File: src/rtl/cache_controller.sv
// cache_controller
//   Write-back / write-allocate control FSM placed directly upstream of a
//   4-way set-associative cache_memory. Accepts one CPU word request at a
//   time, splits the word address into {tag, index, offset}, drives the
//   cache strobes, and sequences dirty-victim write-back plus line refill
//   against main memory over a req/ack handshake. Keeps saturating
//   hit / miss / write-back statistics.
//
// Ports
//   clk, rst_n                 clock (rising edge), async active-low reset
//   cpu_req_valid/type/addr/wdata  CPU request (type 0=read, 1=write)
//   cpu_ready                  high only in IDLE
//   cpu_resp_valid, cpu_rdata  one-cycle completion pulse, read data
//   tag, index, blk_offset, req_type, data_in   latched request to cache
//   read_en_cache, write_en_cache, read_en_mem, write_en_mem   cache strobes
//   hit, dirty_bit, data_out   status / registered read word from cache
//   mem_req, mem_we, mem_ack   memory handshake (mem_we 1=write-back)
//   hit_cnt, miss_cnt, wb_cnt  saturating statistics
//   state_dbg                  current FSM state (debug visibility)
//
// Handshakes
//   CPU: a request transfers on the rising edge where cpu_req_valid and
//   cpu_ready are both high; inputs are sampled only then. cpu_resp_valid
//   is a single-cycle pulse with no back-pressure.
//   Memory: mem_req (with mem_we) stays high until the cycle mem_ack is
//   seen; that cycle completes the transfer. mem_ack is ignored whenever
//   mem_req is low.

module cache_controller #(
  parameter int WORD_SIZE       = 32,
  parameter int WORDS_PER_BLOCK = 4,
  parameter int NUM_SETS        = 16,
  parameter int ADDR_WIDTH      = 31,
  parameter int CNT_WIDTH       = 16,
  localparam int OFFSET_WIDTH   = $clog2(WORDS_PER_BLOCK),
  localparam int INDEX_WIDTH    = $clog2(NUM_SETS),
  localparam int TAG_WIDTH      = ADDR_WIDTH - INDEX_WIDTH - OFFSET_WIDTH
) (
  input  logic                    clk,
  input  logic                    rst_n,
  input  logic                    cpu_req_valid,
  input  logic                    cpu_req_type,
  input  logic [ADDR_WIDTH-1:0]   cpu_addr,
  input  logic [WORD_SIZE-1:0]    cpu_wdata,
  output logic                    cpu_ready,
  output logic                    cpu_resp_valid,
  output logic [WORD_SIZE-1:0]    cpu_rdata,
  output logic [TAG_WIDTH-1:0]    tag,
  output logic [INDEX_WIDTH-1:0]  index,
  output logic [OFFSET_WIDTH-1:0] blk_offset,
  output logic                    req_type,
  output logic [WORD_SIZE-1:0]    data_in,
  output logic                    read_en_cache,
  output logic                    write_en_cache,
  output logic                    read_en_mem,
  output logic                    write_en_mem,
  input  logic                    hit,
  input  logic                    dirty_bit,
  input  logic [WORD_SIZE-1:0]    data_out,
  output logic                    mem_req,
  output logic                    mem_we,
  input  logic                    mem_ack,
  output logic [CNT_WIDTH-1:0]    hit_cnt,
  output logic [CNT_WIDTH-1:0]    miss_cnt,
  output logic [CNT_WIDTH-1:0]    wb_cnt,
  output logic [2:0]              state_dbg
);

  typedef enum logic [2:0] {
    IDLE       = 3'd0,
    COMPARE    = 3'd1,
    WRITE_BACK = 3'd2,
    ALLOCATE   = 3'd3,
    RESPOND    = 3'd4
  } state_t;

  state_t                  state_q, state_d;
  logic                    refilled_q, refilled_d;
  logic                    wb_first_q, wb_first_d;
  logic [TAG_WIDTH-1:0]    tag_q, tag_d;
  logic [INDEX_WIDTH-1:0]  index_q, index_d;
  logic [OFFSET_WIDTH-1:0] offset_q, offset_d;
  logic                    req_type_q, req_type_d;
  logic [WORD_SIZE-1:0]    wdata_q, wdata_d;
  logic [CNT_WIDTH-1:0]    hit_cnt_q, hit_cnt_d;
  logic [CNT_WIDTH-1:0]    miss_cnt_q, miss_cnt_d;
  logic [CNT_WIDTH-1:0]    wb_cnt_q, wb_cnt_d;

  function automatic logic [CNT_WIDTH-1:0] sat_inc(input logic [CNT_WIDTH-1:0] c);
    return (c == '1) ? c : c + CNT_WIDTH'(1);
  endfunction

  always_ff @(posedge clk or negedge rst_n) begin
    if (!rst_n) begin
      state_q    <= IDLE;
      refilled_q <= 1'b0;
      wb_first_q <= 1'b0;
      tag_q      <= '0;
      index_q    <= '0;
      offset_q   <= '0;
      req_type_q <= 1'b0;
      wdata_q    <= '0;
      hit_cnt_q  <= '0;
      miss_cnt_q <= '0;
      wb_cnt_q   <= '0;
    end else begin
      state_q    <= state_d;
      refilled_q <= refilled_d;
      wb_first_q <= wb_first_d;
      tag_q      <= tag_d;
      index_q    <= index_d;
      offset_q   <= offset_d;
      req_type_q <= req_type_d;
      wdata_q    <= wdata_d;
      hit_cnt_q  <= hit_cnt_d;
      miss_cnt_q <= miss_cnt_d;
      wb_cnt_q   <= wb_cnt_d;
    end
  end

  always_comb begin
    state_d        = state_q;
    refilled_d     = refilled_q;
    wb_first_d     = 1'b0;
    tag_d          = tag_q;
    index_d        = index_q;
    offset_d       = offset_q;
    req_type_d     = req_type_q;
    wdata_d        = wdata_q;
    hit_cnt_d      = hit_cnt_q;
    miss_cnt_d     = miss_cnt_q;
    wb_cnt_d       = wb_cnt_q;
    cpu_ready      = 1'b0;
    cpu_resp_valid = 1'b0;
    cpu_rdata      = '0;
    read_en_cache  = 1'b0;
    write_en_cache = 1'b0;
    read_en_mem    = 1'b0;
    write_en_mem   = 1'b0;
    mem_req        = 1'b0;
    mem_we         = 1'b0;

    unique case (state_q)
      IDLE: begin
        cpu_ready = 1'b1;
        if (cpu_req_valid) begin
          tag_d      = cpu_addr[ADDR_WIDTH-1 -: TAG_WIDTH];
          index_d    = cpu_addr[OFFSET_WIDTH +: INDEX_WIDTH];
          offset_d   = cpu_addr[OFFSET_WIDTH-1:0];
          req_type_d = cpu_req_type;
          wdata_d    = cpu_wdata;
          refilled_d = 1'b0;
          state_d    = COMPARE;
        end
      end
      COMPARE: begin
        // After a refill the lookup is re-run; the request was already
        // counted as a miss, so neither counter moves on the retry.
        if (hit) begin
          if (req_type_q) write_en_cache = 1'b1;
          else            read_en_cache  = 1'b1;
          if (!refilled_q) hit_cnt_d = sat_inc(hit_cnt_q);
          state_d = RESPOND;
        end else begin
          if (!refilled_q) miss_cnt_d = sat_inc(miss_cnt_q);
          if (dirty_bit) begin
            wb_first_d = 1'b1;
            state_d    = WRITE_BACK;
          end else begin
            state_d    = ALLOCATE;
          end
        end
      end
      WRITE_BACK: begin
        mem_req = 1'b1;
        mem_we  = 1'b1;
        // The cache captures the victim block and clears its dirty bit on
        // this all-strobes pattern; it must be seen exactly once.
        if (wb_first_q) begin
          read_en_cache  = 1'b1;
          write_en_cache = 1'b1;
          read_en_mem    = 1'b1;
          write_en_mem   = 1'b1;
        end
        if (mem_ack) begin
          wb_cnt_d = sat_inc(wb_cnt_q);
          state_d  = ALLOCATE;
        end
      end
      ALLOCATE: begin
        mem_req = 1'b1;
        if (mem_ack) begin
          read_en_mem    = 1'b1;
          write_en_cache = 1'b1;
          refilled_d     = 1'b1;
          state_d        = COMPARE;
        end
      end
      RESPOND: begin
        cpu_resp_valid = 1'b1;
        cpu_rdata      = req_type_q ? '0 : data_out;
        state_d        = IDLE;
      end
      default: state_d = IDLE;
    endcase
  end

  assign tag        = tag_q;
  assign index      = index_q;
  assign blk_offset = offset_q;
  assign req_type   = req_type_q;
  assign data_in    = wdata_q;
  assign hit_cnt    = hit_cnt_q;
  assign miss_cnt   = miss_cnt_q;
  assign wb_cnt     = wb_cnt_q;
  assign state_dbg  = state_q;

endmodule

File: config.mk
export PLATFORM = sky130hd
export DESIGN_NAME = cache_controller
export DESIGN_NICKNAME = d
export VERILOG_FILES = /design/src/rtl/cache_controller.sv
export SDC_FILE = /design/constraint.sdc
export NUM_CORES = 1
export LEC_CHECK = 0
export ABC_CLOCK_PERIOD_IN_PS = 5300
export BUFFER_PORTS_ARGS = -buffer_cell sky130_fd_sc_hd__buf_4
export CORE_ASPECT_RATIO = 1.25
export CORE_MARGIN = 3
export CORE_UTILIZATION = 40
export DETAILED_ROUTE_END_ITERATION = 10
export GPL_TIMING_DRIVEN = 0
export PLACE_DENSITY_LB_ADDON = 0.25
export SYNTH_ARGS = -nofsm -noshare
export SYNTH_HDL_FRONTEND = slang
export SYNTH_SLANG_ARGS = --single-unit
export TNS_END_PERCENT = 1
File: constraint.sdc
create_clock -name clk -period 5.3 [get_ports clk]
set_input_delay 1.325 -clock clk [delete_from_list [all_inputs] [get_ports clk]]
set_output_delay 1.325 -clock clk [all_outputs]
set_load 0.02 [all_outputs]
# After elaboration in Yosys (flattened, before gate mapping)
# Index checks and enable logic that the tools add are counted.
# totals
ff_bits,117
latchBits,0
mem_bits_rw,0
romBits,0
inputBits,102
output_inout_bits,155
wordCells,66
memories,0
# classes
n_addsub,3
multipliers,0
n_div,0
magnitude_cmp,0
n_eq_ne,10
shifts,0
mux,28
n_bitwise,5
n_reduce_logical,9
# op_table
op,n
two-way mux 32 bit,2
adder 16 x 1 -> 16 bit (second input constant),3
== test 16 bit (second input constant),3
two-way mux 1 bit,17
two-way mux 3 bit,4
one-hot mux 3 bit (4 select lines),1
AND reduction 3 bit,3
AND reduction 4 bit,2
== test 3 x 2 -> 1 bit (second input constant),2
!= test 2 bit (second input constant),3
one-hot mux 1 bit (2 select lines),3
NOT 1 bit,5
== test 3 x 1 -> 1 bit (second input constant),1
== test 3 bit (second input constant),1
logical NOT 3 bit,1
one-hot mux 1 bit (3 select lines),1
AND reduction 2 bit,1
nonzero test 2 bit,1
OR reduction 2 bit,1

# Depth between registers and ports, before layout
# Gate-level depths: netlist (run 1).
# logic_depth
word_depth,3
mapped_depth,6
ltp_nobuf,5

# Least setup slack after synthesis (run 1)
# No wires, ideal clock.
# synth_path
path_kind,input to output
start,input port mem_ack
end,output port write_en_cache
arrival_time_ps,2018
required_time_ps,3975
setup_slack_ps,1957
cell_stages,3
path_buffers,0
path_cell_list,nand2_1 a21oi_1 a21o_1
# synth_via
elab_chain_cells,2
# synth_rtl
element,line,source
from (decl),62,"input logic mem_ack,"
two-way mux 1 bit,192,if (mem_ack) begin
one-hot mux 1 bit (3 select lines),143,unique case (state_q)
to (decl),54,"output logic write_en_cache,"
# No other way between the ends.

# Final worst setup path (run 1)
# layout_path
start,input port hit
end,output port write_en_cache
# layout_via
elab_chain_cells,2
# layout_rtl
element,line,source
from (decl),57,"input logic hit,"
two-way mux 1 bit,159,if (hit) begin
one-hot mux 1 bit (3 select lines),143,
# No other way between the ends.

==> impl_metrics.csv, run 1 <==
group,metric,value,unit
place,hpwl,11100,microns
setup_path,path_cells,"buf_4, nand4bb_1, inv_1, a21o_1, buf_4",
setup_path,worst_path_largest_cell_delay,320,ps
grt,gr-usage-met1,22.8,%
timing,max_slew.worst_pin.slew,829,ps
floorplanning,core_area,0.0127,sq mm
grt,grt_max_degree,62,
grt,grt_util_met2,34.7,%
floorplanning,io_pins,257,
setup_path,critPathTopFamily,"buffers and inverters",
cts,clock_latency,400,ps
floorplanning,num_rows,46,
grt,grt-busiest-layer,"met2",
worst_hold_path,hold_depth,1,
cts,hold_buffers,0,
setup_path,reg2reg_from,"state_dbg[0]",
floorplanning,dieWidth,108,microns
run,maxCapViolations,0,
yosys,synth_top_cell_area_share,56.2,%
setup_path,r2r_cells,6,
yosys,ys_warn_count,0,
setup_path,worstSetupPathType,"input port to output port",
yosys,synth_area_leaders,"dfrtp_1, mux2_2, xor2_1",
detailed_routing,ant_nets,0,
yosys,async_flop_share,100,%
detailed_routing,vias_per_cell,5.00,
floorplanning,dieHeight,134,microns
place,place_congestion,0.869,
timing,rsz0062_at_grt,"no",
grt,antenna_found_initial,0,
detailed_routing,avgRoutedWirePerCell,16.6,microns
place,place.port_buffers,256,
setup_path,cp.arrival,2280,ps
cts,numClockSinks,117,
cts,cts_buffers,17,
layout,fin_area,0.00801,sq mm
layout,layoutNonFillerInstCount,876,
yosys,synthesis.area,0.00521,sq mm
timing,slew_headroom,44.2,%
layout,fin_nets,800,
grt,grt_overflow,0,
grt,grt_pass1_wl,22700,microns
timing,finalSetupViolations,0,
timing,period_share,68.0,%
setup_path,startpoint_type,"input port",
grt,use_met3,6.25,%
timing,drv_slew,0,
yosys,synth-seq-area-share,56.2,%
floorplanning,initial_core_util,41.0,%
timing,fmax,277,MHz
cts,path_clk_slew,50,ps
detailed_routing,first_pass_iters,4,
yosys,synth_enable_flop_cells,0,
layout,layout-drive-gt1-share,52.3,%
cts,clockRootBuffer,"clkbuf_16",
grt,track_usage,20.0,%
floorplanning,die_area,0.0144,sq mm
setup_path,cp_slowest_cell,"nand4bb_1",
worst_hold_path,hp-start,"tag[21]",
timing,hold_violations,0,
setup_path,r2r_end,"tag[22]",
yosys,syn_area_per_cell,12.4,sq um
cts,postCtsResizedCells,0,
place,place_inst,844,
yosys,synthCells,419,
cts,clockBufferDepth,2,
yosys,synth_top_cells_by_count,"dfrtp_1, mux2_2, and2_1, xor2_1, nand4_1",
timing,fin_ws,1690,ps
run_status,status,"finished clean",
worst_hold_path,hold_path.class,"register to register",
detailed_routing,vias,4382,
layout,area_growth,53.7,%
yosys,ys_ff_latch,117,
power_and_ir_drop,powerDensity,544,mW/mm^2
grt,first_global_vias,4602,
setup_path,crit_path_end_kind,"output port",
yosys,synth_cell_types,41,
detailed_routing,drt_first_iter_violations,147,
cts,cts_tree,"yes",
timing,clock_skew,5.37,ps
setup_path,critPathBufInv,3,
cts,cts_setup_buffers,0,
yosys,syn-num-nets,524,
timing,period_minus_slack,3610,ps
place,dpl_cell_area,0.00738,sq mm
yosys,ys.flop_type,"dfrtp_1",
setup_path,worstPathMaxFanout,6,
cts,cts_max_level,4,
power_and_ir_drop,worst_ir_drop_vdd,0.348,mV
worst_hold_path,hold_end,"tag[21]",
detailed_routing,drcViolationCount,0,
layout,diodes,0,
power_and_ir_drop,finalPower,4.36,mW
timing,tns,0,ps
yosys,synth_largest_area_cell,"dfrtp_1",
setup_path,required,3970,ps
setup_path,cp_common_cell,"buf_4",
power_and_ir_drop,cellLeakagePower,4.00,nW
yosys,post-synth-top-count-cell,"dfrtp_1",
detailed_routing,wl,14600,microns
place,dp_slack,1760,ps
setup_path,regToRegSetupSlack,3010,ps
metal layers:
metal  routed length [microns]  vias to the layer above
met1                      5480                     2154
met3                       989                       26
met4                       290                        0
met2                      7820                      161
li1                          -                     2041
met5                         0                        -
registers in the layout (all words and copies together) (netlist names):
name and cells:
wb_cnt 16, miss_cnt 16, state_dbg 3, data_in 32
blk_offset 2, req_type 1, hit_cnt 16, index 4
refilled_q 1, wb_first_q 1, tag 25
worst reg2reg max path: stages, from the launching register on:
cell and delay [ps]:
dfrtp_1 380, buf_2 180, nor3_1 250, and2_1 180, clkbuf_1 430, buf_2 380
mux2_2 370
where the power goes:
| part | internal [mW] | total (mW) | switching, mW |
|---|---|---|---|
| Combinational | 0.832 | 1.72 | 0.885 |
| Clock | 0.813 | 1.21 | 0.399 |
| Sequential | 1.21 | 1.43 | 0.223 |
| Total | 2.85 | 4.36 | 1.51 |
stage by stage:
step,util [%],hold WS (ps)
2_1_floorplan,-,576
3_3_place_gp,57.7,483
3_5_place_dp,58.0,490
4_1_cts,63.0,503
5_1_grt,63.0,523
6_report,63.0,504
area by class of cell:
| cell class | instances | area [sq um] |
|---|---|---|
| timing repair buffer | 257 | 1950 |
| sequential | 117 | 2930 |
| multi-input combinational | 281 | 2190 |
| fill | 1000 | 4710 |
| inverter | 6 | 22.5 |
| buffer | 15 | 72.6 |
| clock inverter | 11 | 175 |
| tap | 168 | 210 |
| clock buffer | 21 | 460 |
cells by family after synthesis:
logic type	share of synthesized area [%]
AOI/OAI and AO/OA	2.02
xor gates and xnor gates	7.06
adders and majority gates	0.720
buffers and inverters	1.82
DFF	56.2
muxes	14.7
and+or+nand+nor	17.5
layout by cell type (no fill, tap or decap), drive strengths merged, types with 4 or more instances in the layout:
| master | count |
|---|---|
| nand2b | 6 |
| and3 | 4 |
| nor3 | 11 |
| xnor2 | 10 |
| dfrtp | 117 |
| nor4 | 13 |
| a21oi | 4 |
| nor2 | 14 |
| bufinv | 4 |
| mux2 | 68 |
| clkbuf | 28 |
| nand4 | 19 |
| inv | 6 |
| clkinv | 5 |
| xor2 | 32 |
| and2 | 36 |
| nand2 | 12 |
| buf | 265 |
| nand3 | 13 |
worst max path at each step:
stage,start,to,slack (ps),cells after the start
2_1_floorplan,mem_ack,write_en_cache,1960,3
3_3_place_gp,hit,write_en_cache,1710,5
3_5_place_dp,hit,write_en_cache,1760,5
4_1_cts,state_dbg[0],cpu_rdata[10],1690,6
5_1_grt,state_dbg[0],cpu_rdata[10],1580,6
6_report,hit,write_en_cache,1690,5
Note: power is estimated with default switching activity, not from simulation.
==> inputs of run 2 (changes only) <==
- ABC_AREA: unset -> 1
- ABC_CLOCK_PERIOD_IN_PS: 5300 -> 2970
- clock period: 5.3 -> 2.97 ns (I/O delays scaled with it)
==> run 2 against run 1 <==
Die area up 13%. Global-route usage up 0.87 points. Setup slack worse by 1500 ps. Routed wire length up 18%. Core utilization down 2.9 points.
==> impl_metrics.csv, run 2 <==
group,metric,value,unit
run_status,status,"finished clean",
cts,cts_max_level,4,
floorplanning,core_area,0.0145,sq mm
yosys,syn-num-nets,934,
yosys,synthesis.area,0.00595,sq mm
floorplanning,io_pins,257,
grt,grt_overflow,0,
setup_path,startpoint_type,"register",
layout,fin_nets,1209,
yosys,synth-adder-area-share,0.631,%
timing,slew_headroom,63.5,%
detailed_routing,vias_per_cell,4.67,
grt,grt_pass1_wl,27500,microns
yosys,ys_ff_latch,117,
layout,layout_common_cells,"nand2_1, buf_4, dfrtp_1, nor2_1, inv_1",
detailed_routing,first_pass_iters,4,
yosys,ys_warn_count,0,
layout,largest_reg_flops,32,
yosys,synth_cell_types,25,
yosys,synth_top_cell_area_share,49.2,%
cts,clock_latency,410,ps
worst_hold_path,hold_path.class,"input port to asynchronous set/reset pin",
run,maxCapViolations,0,
place,place.port_buffers,255,
setup_path,critPathTopFamily,"simple AND/OR/NAND/NOR gates",
cts,clockRootBuffer,"clkbuf_16",
place,place_inst,1263,
power_and_ir_drop,powerDensity,884,mW/mm^2
floorplanning,initial_core_util,41.1,%
yosys,ys.flop_type,"dfrtp_1",
yosys,synth_mux_area_share,0,%
power_and_ir_drop,finalPower,7.68,mW
place,place_congestion,0.836,
setup_path,worstPathMaxFanout,10,
place,hpwl,13000,microns
layout,final-seq-area,0.00293,sq mm
floorplanning,dieWidth,115,microns
grt,grt_max_degree,62,
yosys,synthXorXnorAreaFrac,2.35,%
detailed_routing,vias,6042,
layout,area_growth,46.0,%
detailed_routing,drcViolationCount,0,
setup_path,worst_path_largest_cell_delay,450,ps
floorplanning,die_area,0.0164,sq mm
layout,layout-drive-gt1-share,28.8,%
yosys,synth_top_family_by_area,"simple AND/OR/NAND/NOR gates",
setup_path,cp.arrival,2020,ps
cts,cts_tree,"yes",
layout,diodes,0,
timing,max_slew.worst_pin.slew,548,ps
timing,fmax,362,MHz
yosys,synthSimpleGateAreaFrac,38.6,%
power_and_ir_drop,worst_ir_drop_vdd,0.676,mV
yosys,synthCells,829,
detailed_routing,avgRoutedWirePerCell,13.2,microns
cts,clockBufferDepth,2,
layout,multi_input_area,0.00255,sq mm
timing,clock_skew,12.3,ps
yosys,synth_area_leaders,"dfrtp_1, nand2_1, nor2_1",
detailed_routing,ant_nets,0,
floorplanning,num_rows,49,
cts,path_clk_slew,60,ps
setup_path,critPathBufInv,3,
yosys,synth_enable_flop_cells,0,
cts,cts_setup_buffers,0,
timing,tns,0,ps
timing,finalSetupViolations,0,
cts,postCtsResizedCells,0,
detailed_routing,wl,17100,microns
setup_path,path_cells,"inv_1, nor3_1, nand2_1, clkbuf_1, nor2_1, buf_4",
yosys,async_flop_share,100,%
yosys,synth_largest_area_cell,"dfrtp_1",
layout,n_fill_cell,1357,
grt,track_usage,20.9,%
setup_path,crit_path_end_kind,"output port",
timing,period_minus_slack,2760,ps
setup_path,regToRegSetupSlack,1170,ps
setup_path,required,2230,ps
yosys,synth_compound_area_share,1.28,%
yosys,synth_top_cells_by_count,"nand2_1, dfrtp_1, nor2_1, inv_1, nand3_1",
yosys,post-synth-top-count-cell,"nand2_1",
grt,first_global_vias,5755,
layout,layout.cells.most_common,"nand2_1",
timing,drv_slew,0,
timing,period_share,92.9,%
layout,layoutNonFillerInstCount,1295,
yosys,synth-seq-area-share,49.2,%
floorplanning,dieHeight,142,microns
yosys,syn_area_per_cell,7.18,sq um
timing,hold_violations,0,
timing,rsz0062_at_grt,"no",
cts,hold_buffers,0,
cts,cts_buffers,17,
power_and_ir_drop,cellLeakagePower,4.81,nW
detailed_routing,drt_first_iter_violations,351,
grt,antenna_found_initial,0,
cts,numClockSinks,117,
setup_path,cp_slowest_cell,"dfrtp_1",
setup_path,worstSetupPathType,"register to output port",
==> run 2: cell types whose count changed after synthesis, sizes merged, moves of 24 or more <==
cell / before / now
and2: 36 / 0
inv: 6 / 85
mux2: 68 / 0
nand2: 12 / 395
nand3: 13 / 61
nor2: 14 / 95
xor2: 32 / 8
==> run 2: cell type report <==
| type | count | share of cell area (%) |
|---|---|---|
| clock inverter | 15 | 1.66 |
| inverter | 85 | 3.67 |
| sequential | 117 | 33.7 |
| clock buffer | 17 | 4.90 |
| timing repair buffer | 256 | 22.4 |
| buffer | 26 | 1.74 |
| tap | 178 | 2.56 |
| multi-input combinational | 601 | 29.4 |
==> run 2: kinds of logic (layout without fill, tap and decap cells) <==
kind of cell,count (synthesis),after routing
adder cells (fa/ha/maj),3,3
XOR/XNOR,16,16
flip-flops,117,117
buffers and inverters,111,399
AND/OR/NAND/NOR,568,568
AO/OA/AOI/OAI,14,14
==> run 2: worst paths after layout <==
kind / startpoint / end / cells after the start
hold / removal: rst_n / wb_cnt[9] / 1
setup / recovery: state_dbg[2] / cpu_rdata[14] / 6
hold reg to reg: tag[16] / tag[16] / 2
min in group clk: tag[16] / tag[16] / 2
max in group asynchronous: rst_n / index[3] / 2
setup reg to reg: miss_cnt[0] / miss_cnt[2] / 6
==> run 2: power breakdown <==
part	internal [mW]	switching, mW	leakage [nW]
clock network	1.17	0.789	0.268
registers	2.12	0.414	1.52
logic	1.27	1.91	3.02
==> run 2: layer usage <==
layer  wire length, microns  track usage (%)  part of all wire [%]
met1                   6700             23.7                    39
met2                   8520             36.5                    50
met3                   1640             6.00                   9.6
met4                    274             8.71                   1.6
met5                      0                0                     0
==> run 2: through the flow <==
stage	utilization [%]	hold WS (ps)	cell area (sq um)	setup WS, ps
after floorplan	-	447	5950	304
after global placement	55.9	463	8090	493
after detailed placement	56.1	466	8120	472
after CTS	60.1	308	8690	164
after global routing	60.1	334	8690	22.3
final	60.1	290	8690	210
